[config.mk]
export PLATFORM = sky130hd
export DESIGN_NAME = mem_arbiter
export DESIGN_NICKNAME = d
export VERILOG_FILES = /design/src/rtl/mem_arbiter.sv
export SDC_FILE = /design/constraint.sdc
export NUM_CORES = 1
export LEC_CHECK = 0
export CORE_UTILIZATION = 40
export CTS_CLUSTER_SIZE = 8
export DETAILED_ROUTE_END_ITERATION = 6
export HOLD_SLACK_MARGIN = 0.15
export MAX_ROUTING_LAYER = met4
export PLACE_DENSITY_LB_ADDON = 0.12
export SLEW_MARGIN = 20
export SYNTH_ARGS = -nofsm -noshare
export SYNTH_HDL_FRONTEND = slang
export SYNTH_SLANG_ARGS = --single-unit
[constraint.sdc]
create_clock -name clk -period 5.4 [get_ports clk]
set_input_delay 1.08 -clock clk [delete_from_list [all_inputs] [get_ports clk]]
set_output_delay 1.08 -clock clk [all_outputs]
set_load 0.03 [all_outputs]
[src/rtl/mem_arbiter.sv]
// Byte-wide RAM port sequencer shared by instruction fetch and MEM-stage load/store.
// Latency: read done N+1 edges after accept, write done N edges after accept (N = 1/2/4 bytes).
// Backpressure: one transaction at a time; busy is high while a transaction is in flight, requests wait in IDLE.
//
// Ports:
//   clk, rst               clock, asynchronous active-low reset
//   if_req/if_addr         fetch request (always 4 bytes)
//   if_done/if_inst        one-cycle completion pulse and assembled little-endian instruction
//   flush                  aborts an in-flight fetch, blocks fetch acceptance in IDLE
//   mem_req/we/len/addr/wdata   data access request (byte/half/word)
//   mem_done/mem_rdata     one-cycle completion pulse and zero-extended load data
//   ram_a/ram_dout/ram_wr  RAM byte address, write byte, write strobe
//   ram_din                RAM read byte, valid one cycle after ram_a
//   busy                   high whenever the sequencer is not idle
module mem_arbiter #(
  parameter int ADDR_W = 32
) (
  input  logic              clk,
  input  logic              rst,
  input  logic              if_req,
  input  logic [ADDR_W-1:0] if_addr,
  output logic              if_done,
  output logic [31:0]       if_inst,
  input  logic              flush,
  input  logic              mem_req,
  input  logic              mem_we,
  input  logic [1:0]        mem_len,
  input  logic [ADDR_W-1:0] mem_addr,
  input  logic [31:0]       mem_wdata,
  output logic              mem_done,
  output logic [31:0]       mem_rdata,
  output logic [ADDR_W-1:0] ram_a,
  output logic [7:0]        ram_dout,
  output logic              ram_wr,
  input  logic [7:0]        ram_din,
  output logic              busy
);

  localparam logic [1:0] IDLE   = 2'd0;
  localparam logic [1:0] IF_RD  = 2'd1;
  localparam logic [1:0] MEM_RD = 2'd2;
  localparam logic [1:0] MEM_WR = 2'd3;

  logic [1:0]        state_q,     state_d;
  // cnt_q counts edges since accept: in a read it is both the index of the
  // address being presented (cnt_q) and, one behind, the byte being captured.
  logic [2:0]        cnt_q,       cnt_d;
  logic [2:0]        nbytes_q,    nbytes_d;
  logic [ADDR_W-1:0] addr_q,      addr_d;
  logic [31:0]       wdata_q,     wdata_d;
  logic [31:0]       rbuf_q,      rbuf_d;
  logic [ADDR_W-1:0] ram_a_q,     ram_a_d;
  logic [7:0]        ram_dout_q,  ram_dout_d;
  logic              ram_wr_q,    ram_wr_d;
  logic              if_done_q,   if_done_d;
  logic [31:0]       if_inst_q,   if_inst_d;
  logic              mem_done_q,  mem_done_d;
  logic [31:0]       mem_rdata_q, mem_rdata_d;
  logic              busy_q,      busy_d;

  logic [2:0]        next_idx;
  logic [ADDR_W-1:0] next_addr;
  logic [31:0]       rbuf_cap;
  logic [7:0]        wbyte;
  logic [2:0]        len_n;

  always_comb begin
    next_idx  = cnt_q + 3'd1;
    next_addr = addr_q + ADDR_W'(next_idx);

    // Read buffer with the byte arriving this cycle merged in; byte cnt_q-1
    // is on ram_din because its address went out one cycle earlier.
    rbuf_cap = rbuf_q;
    case (cnt_q)
      3'd1:    rbuf_cap[7:0]   = ram_din;
      3'd2:    rbuf_cap[15:8]  = ram_din;
      3'd3:    rbuf_cap[23:16] = ram_din;
      3'd4:    rbuf_cap[31:24] = ram_din;
      default: rbuf_cap        = rbuf_q;
    endcase

    case (next_idx)
      3'd1:    wbyte = wdata_q[15:8];
      3'd2:    wbyte = wdata_q[23:16];
      3'd3:    wbyte = wdata_q[31:24];
      default: wbyte = wdata_q[7:0];
    endcase

    case (mem_len)
      2'b00:   len_n = 3'd1;
      2'b01:   len_n = 3'd2;
      default: len_n = 3'd4;
    endcase
  end

  always_comb begin
    state_d     = state_q;
    cnt_d       = cnt_q;
    nbytes_d    = nbytes_q;
    addr_d      = addr_q;
    wdata_d     = wdata_q;
    rbuf_d      = rbuf_q;
    ram_a_d     = ram_a_q;
    ram_dout_d  = ram_dout_q;
    ram_wr_d    = ram_wr_q;
    if_done_d   = 1'b0;
    if_inst_d   = if_inst_q;
    mem_done_d  = 1'b0;
    mem_rdata_d = mem_rdata_q;

    case (state_q)
      IDLE: begin
        ram_wr_d = 1'b0;
        if (mem_req) begin
          addr_d   = mem_addr;
          wdata_d  = mem_wdata;
          nbytes_d = len_n;
          cnt_d    = 3'd0;
          rbuf_d   = 32'd0;
          ram_a_d  = mem_addr;
          if (mem_we) begin
            state_d    = MEM_WR;
            ram_dout_d = mem_wdata[7:0];
            ram_wr_d   = 1'b1;
          end else begin
            state_d    = MEM_RD;
          end
        end else if (if_req && !flush) begin
          addr_d   = if_addr;
          nbytes_d = 3'd4;
          cnt_d    = 3'd0;
          rbuf_d   = 32'd0;
          ram_a_d  = if_addr;
          state_d  = IF_RD;
        end
      end

      IF_RD, MEM_RD: begin
        if (state_q == IF_RD && flush) begin
          state_d = IDLE;
          cnt_d   = 3'd0;
        end else begin
          if (next_idx < nbytes_q) begin
            ram_a_d = next_addr;
          end
          if (cnt_q != 3'd0) begin
            rbuf_d = rbuf_cap;
          end
          if (cnt_q == nbytes_q) begin
            state_d = IDLE;
            cnt_d   = 3'd0;
            if (state_q == IF_RD) begin
              if_done_d   = 1'b1;
              if_inst_d   = rbuf_cap;
            end else begin
              mem_done_d  = 1'b1;
              mem_rdata_d = rbuf_cap;
            end
          end else begin
            cnt_d = next_idx;
          end
        end
      end

      MEM_WR: begin
        if (next_idx < nbytes_q) begin
          ram_a_d    = next_addr;
          ram_dout_d = wbyte;
          cnt_d      = next_idx;
        end else begin
          ram_wr_d   = 1'b0;
          mem_done_d = 1'b1;
          state_d    = IDLE;
          cnt_d      = 3'd0;
        end
      end

      default: begin
        state_d  = IDLE;
        ram_wr_d = 1'b0;
        cnt_d    = 3'd0;
      end
    endcase

    busy_d = (state_d != IDLE);
  end

  always_ff @(posedge clk or negedge rst) begin
    if (!rst) begin
      state_q     <= IDLE;
      cnt_q       <= 3'd0;
      nbytes_q    <= 3'd0;
      addr_q      <= '0;
      wdata_q     <= 32'd0;
      rbuf_q      <= 32'd0;
      ram_a_q     <= '0;
      ram_dout_q  <= 8'd0;
      ram_wr_q    <= 1'b0;
      if_done_q   <= 1'b0;
      if_inst_q   <= 32'd0;
      mem_done_q  <= 1'b0;
      mem_rdata_q <= 32'd0;
      busy_q      <= 1'b0;
    end else begin
      state_q     <= state_d;
      cnt_q       <= cnt_d;
      nbytes_q    <= nbytes_d;
      addr_q      <= addr_d;
      wdata_q     <= wdata_d;
      rbuf_q      <= rbuf_d;
      ram_a_q     <= ram_a_d;
      ram_dout_q  <= ram_dout_d;
      ram_wr_q    <= ram_wr_d;
      if_done_q   <= if_done_d;
      if_inst_q   <= if_inst_d;
      mem_done_q  <= mem_done_d;
      mem_rdata_q <= mem_rdata_d;
      busy_q      <= busy_d;
    end
  end

  assign ram_a     = ram_a_q;
  assign ram_dout  = ram_dout_q;
  assign ram_wr    = ram_wr_q;
  assign if_done   = if_done_q;
  assign if_inst   = if_inst_q;
  assign mem_done  = mem_done_q;
  assign mem_rdata = mem_rdata_q;
  assign busy      = busy_q;

endmodule

After elaboration in Yosys (flattened, before gate mapping)
Index checks and enable logic that the tools add are counted.
{"block": "word_totals", "wordCells": 105, "input_bits": 112, "register_bits": 212, "output_inout_bits": 108}
{"block": "op_classes", "order_cmp": 1, "add_sub_neg": 2, "bitwise": 2, "eq_ne": 19, "n_mux": 48, "reduce_logical": 19}
{"cell": "32-bit 2-to-1 mux", "n": 8}
{"cell": "32-bit one-hot mux with 3 select lines", "n": 1}
{"cell": "32-bit one-hot mux with 2 select lines", "n": 1}
{"cell": "8-bit 2-to-1 mux", "n": 7}
{"cell": "32-bit by 3-bit adder with 32-bit output", "n": 1}
{"cell": "8-bit one-hot mux with 3 select lines", "n": 1}
{"cell": "3-bit 2-to-1 mux", "n": 7}
{"cell": "8-bit one-hot mux with 2 select lines", "n": 1}
{"cell": "4-bit AND reduction", "n": 4}
{"cell": "3-bit by 2-bit equality test with 1-bit output, second input constant", "n": 4}
{"cell": "1-bit 2-to-1 mux", "n": 12}
{"cell": "2-bit != test, second input constant", "n": 6}
{"cell": "2-bit 2-to-1 mux", "n": 5}
{"cell": "3-bit one-hot mux with 3 select lines", "n": 1}
{"cell": "2-bit AND reduction", "n": 4}
{"cell": "2-bit nonzero test", "n": 4}
{"cell": "3-bit by 1-bit equality test with 1-bit output, second input constant", "n": 2}
{"cell": "2-bit one-hot mux with 3 select lines", "n": 1}
{"cell": "3-bit one-hot mux with 2 select lines", "n": 1}
{"cell": "2-bit by 1-bit equality test with 1-bit output, second input constant", "n": 2}
{"cell": "2-bit equality test, second input constant", "n": 2}
{"cell": "2-bit zero test", "n": 2}
{"cell": "1-bit one-hot mux with 2 select lines", "n": 2}
{"cell": "3-bit by 1-bit adder with 3-bit output, second input constant", "n": 1}
{"cell": "other kinds (9)", "n": 11}

Logic depth before layout (Yosys ltp)
{"block": "logic_depth", "ltp_word": 6, "mapped_depth": 11, "mapped_depth_nobuf": 9}

Least setup slack after synthesis
No wires, ideal clock.
{"block": "synth_timing", "path_kind": "register to register", "start": "reg cnt_q[0]", "end": "reg ram_a_q[12] (netlist: ram_a[12])", "t_required_ns": 5.320, "synth_period_minus_slack_ns": 2.616, "setup_slack_ns": 2.784, "setup_ns": 0.080, "stages_incl_launch_ff": 12, "path_buffers": 2, "arrival_ns": 2.536, "cell_sequence": "dfrtp_1 > ha_1 > ha_1 > clkinv_1 > ha_1 > or2_2 > o311ai_1 > and3_1 > buf_4 > nand2_2 > buf_6 > o211ai_2"}
{"block": "synth_via", "elab_chain_len": 5, "word_cells_on_any_way": 6, "cone_classes": "2 x add/sub; 1 x order compare; 3 x mux"}
{"element": "start, declared", "line_no": "47", "text": "logic [2:0] cnt_q, cnt_d;"}
{"element": "start signal, assigned", "line_no": "206", "text": "cnt_q <= cnt_d;"}
{"element": "3-bit by 1-bit adder with 3-bit output (*)", "line_no": "68", "text": "next_idx = cnt_q + 3'd1;"}
{"element": "32-bit by 3-bit adder with 32-bit output / 3-bit less-than comparator (equally long branches)", "line_no": "69, 143, 166"}
{"element": "32-bit 2-to-1 mux (*)", "line_no": "143, 166"}
{"element": "32-bit 2-to-1 mux", "line_no": "139", "text": "if (state_q == IF_RD && flush) begin"}
{"element": "32-bit one-hot mux with 3 select lines (*)", "line_no": "111", "text": "case (state_q)"}
{"element": "end signal, assigned", "line_no": "211", "text": "ram_a_q <= ram_a_d;"}
{"element": "end, declared", "line_no": "52", "text": "logic [ADDR_W-1:0] ram_a_q, ram_a_d;"}
Every way passes the cells marked *; elsewhere a longest branch is shown, timed or not. The select of a mux whose other input is x is not followed.
A chain may end at the register's enable or synchronous reset.

Final worst setup path
Ends and elaborated chain as after synthesis.

==> flow_metrics.env <==
export IMPL_fin_tns_setup_ns=0
export IMPL_die_h_um=162
export IMPL_vias_per_cell=5.23
export IMPL_drv_slew=0
export IMPL_design_area_sq_um=13400
export IMPL_power_leakage_nw=5.76
export IMPL_critPathRequiredTime_ns=5.86
export IMPL_synthCells=1005
export IMPL_skew_ns=0.0102
export IMPL_cp_buffers_inverters=1
export IMPL_cts_tree="built"
export IMPL_postCtsResizedCells=0
export IMPL_grt_pass1_wl_um=43100
export IMPL_path_max_fanout=21
export IMPL_grt_pass1_vias=7935
export IMPL_routed_wl_um=26400
export IMPL_layout_nets=1336
export IMPL_setup_violations=0
export IMPL_min_period_over_period_pct=66.8
export IMPL_synth_distinct_cells=55
export IMPL_drive_gt1_share_pct=9.93
export IMPL_overflow=0
export IMPL_cts_root_buf="clkbuf_16"
export IMPL_wl_per_cell_um=17.2
export IMPL_yosys_warnings=0
export IMPL_globalplace_congestion=0.780
export IMPL_power_density_nw_per_um2=647
export IMPL_io_pins=220
export IMPL_status="finished clean"
export IMPL_grt_setup_unrepaired="false"
export IMPL_cts_sinks=212
export IMPL_final_common_cell="clkdlybuf4s50_1"
export IMPL_antennaDiodeCount=0
export IMPL_rows=58
export IMPL_maxCapViolCount=0
export IMPL_hpwl_um=18200
export IMPL_ant_nets=0
export IMPL_worst_path_max_delay_cell="nand3_1"
export IMPL_drt_iter0_markers=593
export IMPL_ctsHoldBuffers=0
export IMPL_dieWidth_um=162
export IMPL_cp_top_family="simple AND/OR/NAND/NOR gates"
export IMPL_area_delta_synth_final_pct=31.8
export IMPL_period_minus_slack_ns=3.61
export IMPL_utilization_pct=53.5
export IMPL_total_power_w=0.00870
export IMPL_tightest_slew_ns=0.882
export IMPL_async_reset_ff_share_pct=100
export IMPL_numCtsBuffers=30
export IMPL_timing_fmax_mhz=277
export IMPL_vias=8047
export IMPL_endpoint_kind="flip-flop"
export IMPL_firstDrtPassIters=6
export IMPL_grt_usage_pct=21.3
export IMPL_htreeDepth=1
export IMPL_synthesis_nets=1132
export IMPL_fp_coreArea_sq_um=25100
export IMPL_grt_max_degree=114
export IMPL_place_area_sq_um=12600
export IMPL_relSlewSlack_pct=41.0
export IMPL_ys_ff_latch=212
export IMPL_die_area_sq_um=26100
export IMPL_antenna_found_initial=0
export IMPL_worstHoldPathType="reg -> reg"
export IMPL_cts_max_path_buffers=3
export IMPL_drc=0
export IMPL_path_class="reg -> reg"
export IMPL_synth_avg_cell_area_sq_um=10.2
export IMPL_cp_arrival_ns=4.07
export IMPL_final_cell_mix="clkdlybuf4s50_1, dfrtp_1, nand2_1"
export IMPL_critPathMaxStageDelay_ns=0.68
export IMPL_port_buffers=219
export IMPL_crit_top_cell="ha_1"
export IMPL_cts_clk_slew_worst_paths_ns=0.05
export IMPL_clk_latency_ns=0.54
export IMPL_crit_chain="ha_1 -> ha_1 -> clkinv_1 -> ha_1 -> or2_2 -> o311ai_1 -> nand3_1 -> or3_1 -> o211ai_2"
export IMPL_vdd_drop_max_uv=418
export IMPL_synth_area_sq_um=10200
export IMPL_ys_flop_type="dfrtp_1"
export IMPL_cp_start_kind="flip-flop"
export IMPL_start_util_pct=40.6
export IMPL_post_cts_buffers=0
export IMPL_ys_seq_area_share_pct=52.0
export IMPL_synth_edf_count=0
export IMPL_hold_viol=0
-- cell families after synthesis --
group / Yosys count / share of synthesized area (%)
and+or+nand+nor: 310 / 14.0
AOI/OAI and AO/OA: 266 / 16.2
DFF: 212 / 52.0
muxes: 86 / 9.44
buffers and inverters: 83 / 3.69
xor gates and xnor gates: 33 / 2.83
adders and majority gates: 15 / 1.84
-- final timing paths --
| check | from | end | slack, ns | cells past startpoint |
|---|---|---|---|---|
| hold reg to reg | mem_rdata[24] | mem_rdata[24] | 0.47 | 2 |
| setup / recovery | cnt_q[0] | ram_a[12] | 1.79 | 9 |
| max in group asynchronous | rst | addr_q[30] | 3.71 | 2 |
| min in group asynchronous | rst | if_inst[30] | 0.58 | 1 |
| hold / removal | mem_rdata[24] | mem_rdata[24] | 0.47 | 2 |
| setup reg to reg | cnt_q[0] | ram_a[12] | 1.79 | 9 |
-- cells in the mapped netlist (8+ instances only) --
master    number  area share (%)
dfrtp_1      212              52
nand2_1      187             6.9
o21ai_0      123             6.0
mux2_2        50             5.5
clkbuf_1      39             1.4
nor2_1        35             1.3
a22o_1        34             2.9
a21oi_1       29             1.4
mux2i_1       28             2.7
xor2_1        28             2.4
and2_1        27             1.7
inv_1         23            0.85
o21ai_1       22             1.1
ha_1          15             1.8
nand3_1       15            0.74
nand4_1       15            0.92
buf_2         10            0.49
a22oi_1        9            0.66
o21a_1         9            0.66
a222oi_1       8            0.78
mux2_4         8             1.2
o22ai_1        8            0.49
-- cell type report --
class                      instances  area (sq um)
timing repair buffer             231          2290
tap                              330           413
sequential                       212          5310
clock inverter                     1          30.0
clock buffer                      31           776
inverter                          24          90.1
fill                            2324         11700
multi-input combinational        710          4540
-- where the power goes --
group	total [W]	internal, W	switching [W]
registers	0.00281	0.00233	0.000485
clock network	0.00169	0.00104	0.000649
logic	0.00420	0.00172	0.00248
-- worst min-delay path: cells and delay by family, from the launching register on --
family             cells  cell delay [ns]
DFF                    1             0.33
and+or+nand+nor        1             0.05
AOI/OAI and AO/OA      1             0.06
-- flip-flops by register name (all words and copies together) (netlist names) --
name	count
ram_a	32
mem_done	1
if_inst	32
if_done	1
addr_q	32
busy	1
ram_dout	8
wdata_q	32
cnt_q	3
rbuf_q	32
state_q	2
nbytes_q	3
mem_rdata	32
ram_wr	1
-- metal layers --
layer  up-vias  wire (um)  global-route usage (%)
met5         -          0                       -
met4         0        495                    5.32
met3        39       1620                    3.88
met2       216      12100                    32.5
met1      3872      12200                    29.3
li1       3920          -                       -
-- stage by stage --
step / setup slack (ns) / hold WS [ns] / instances
after floorplan: 2.78 / 0.450 / 1005
after detailed placement: 1.76 / 0.470 / 1507
after global placement: 1.88 / 0.461 / 1507
after global routing: 1.53 / 0.504 / 1539
final: 1.79 / 0.474 / 1539
after CTS: 1.76 / 0.481 / 1539
Note: power is estimated with default switching activity, not from simulation.
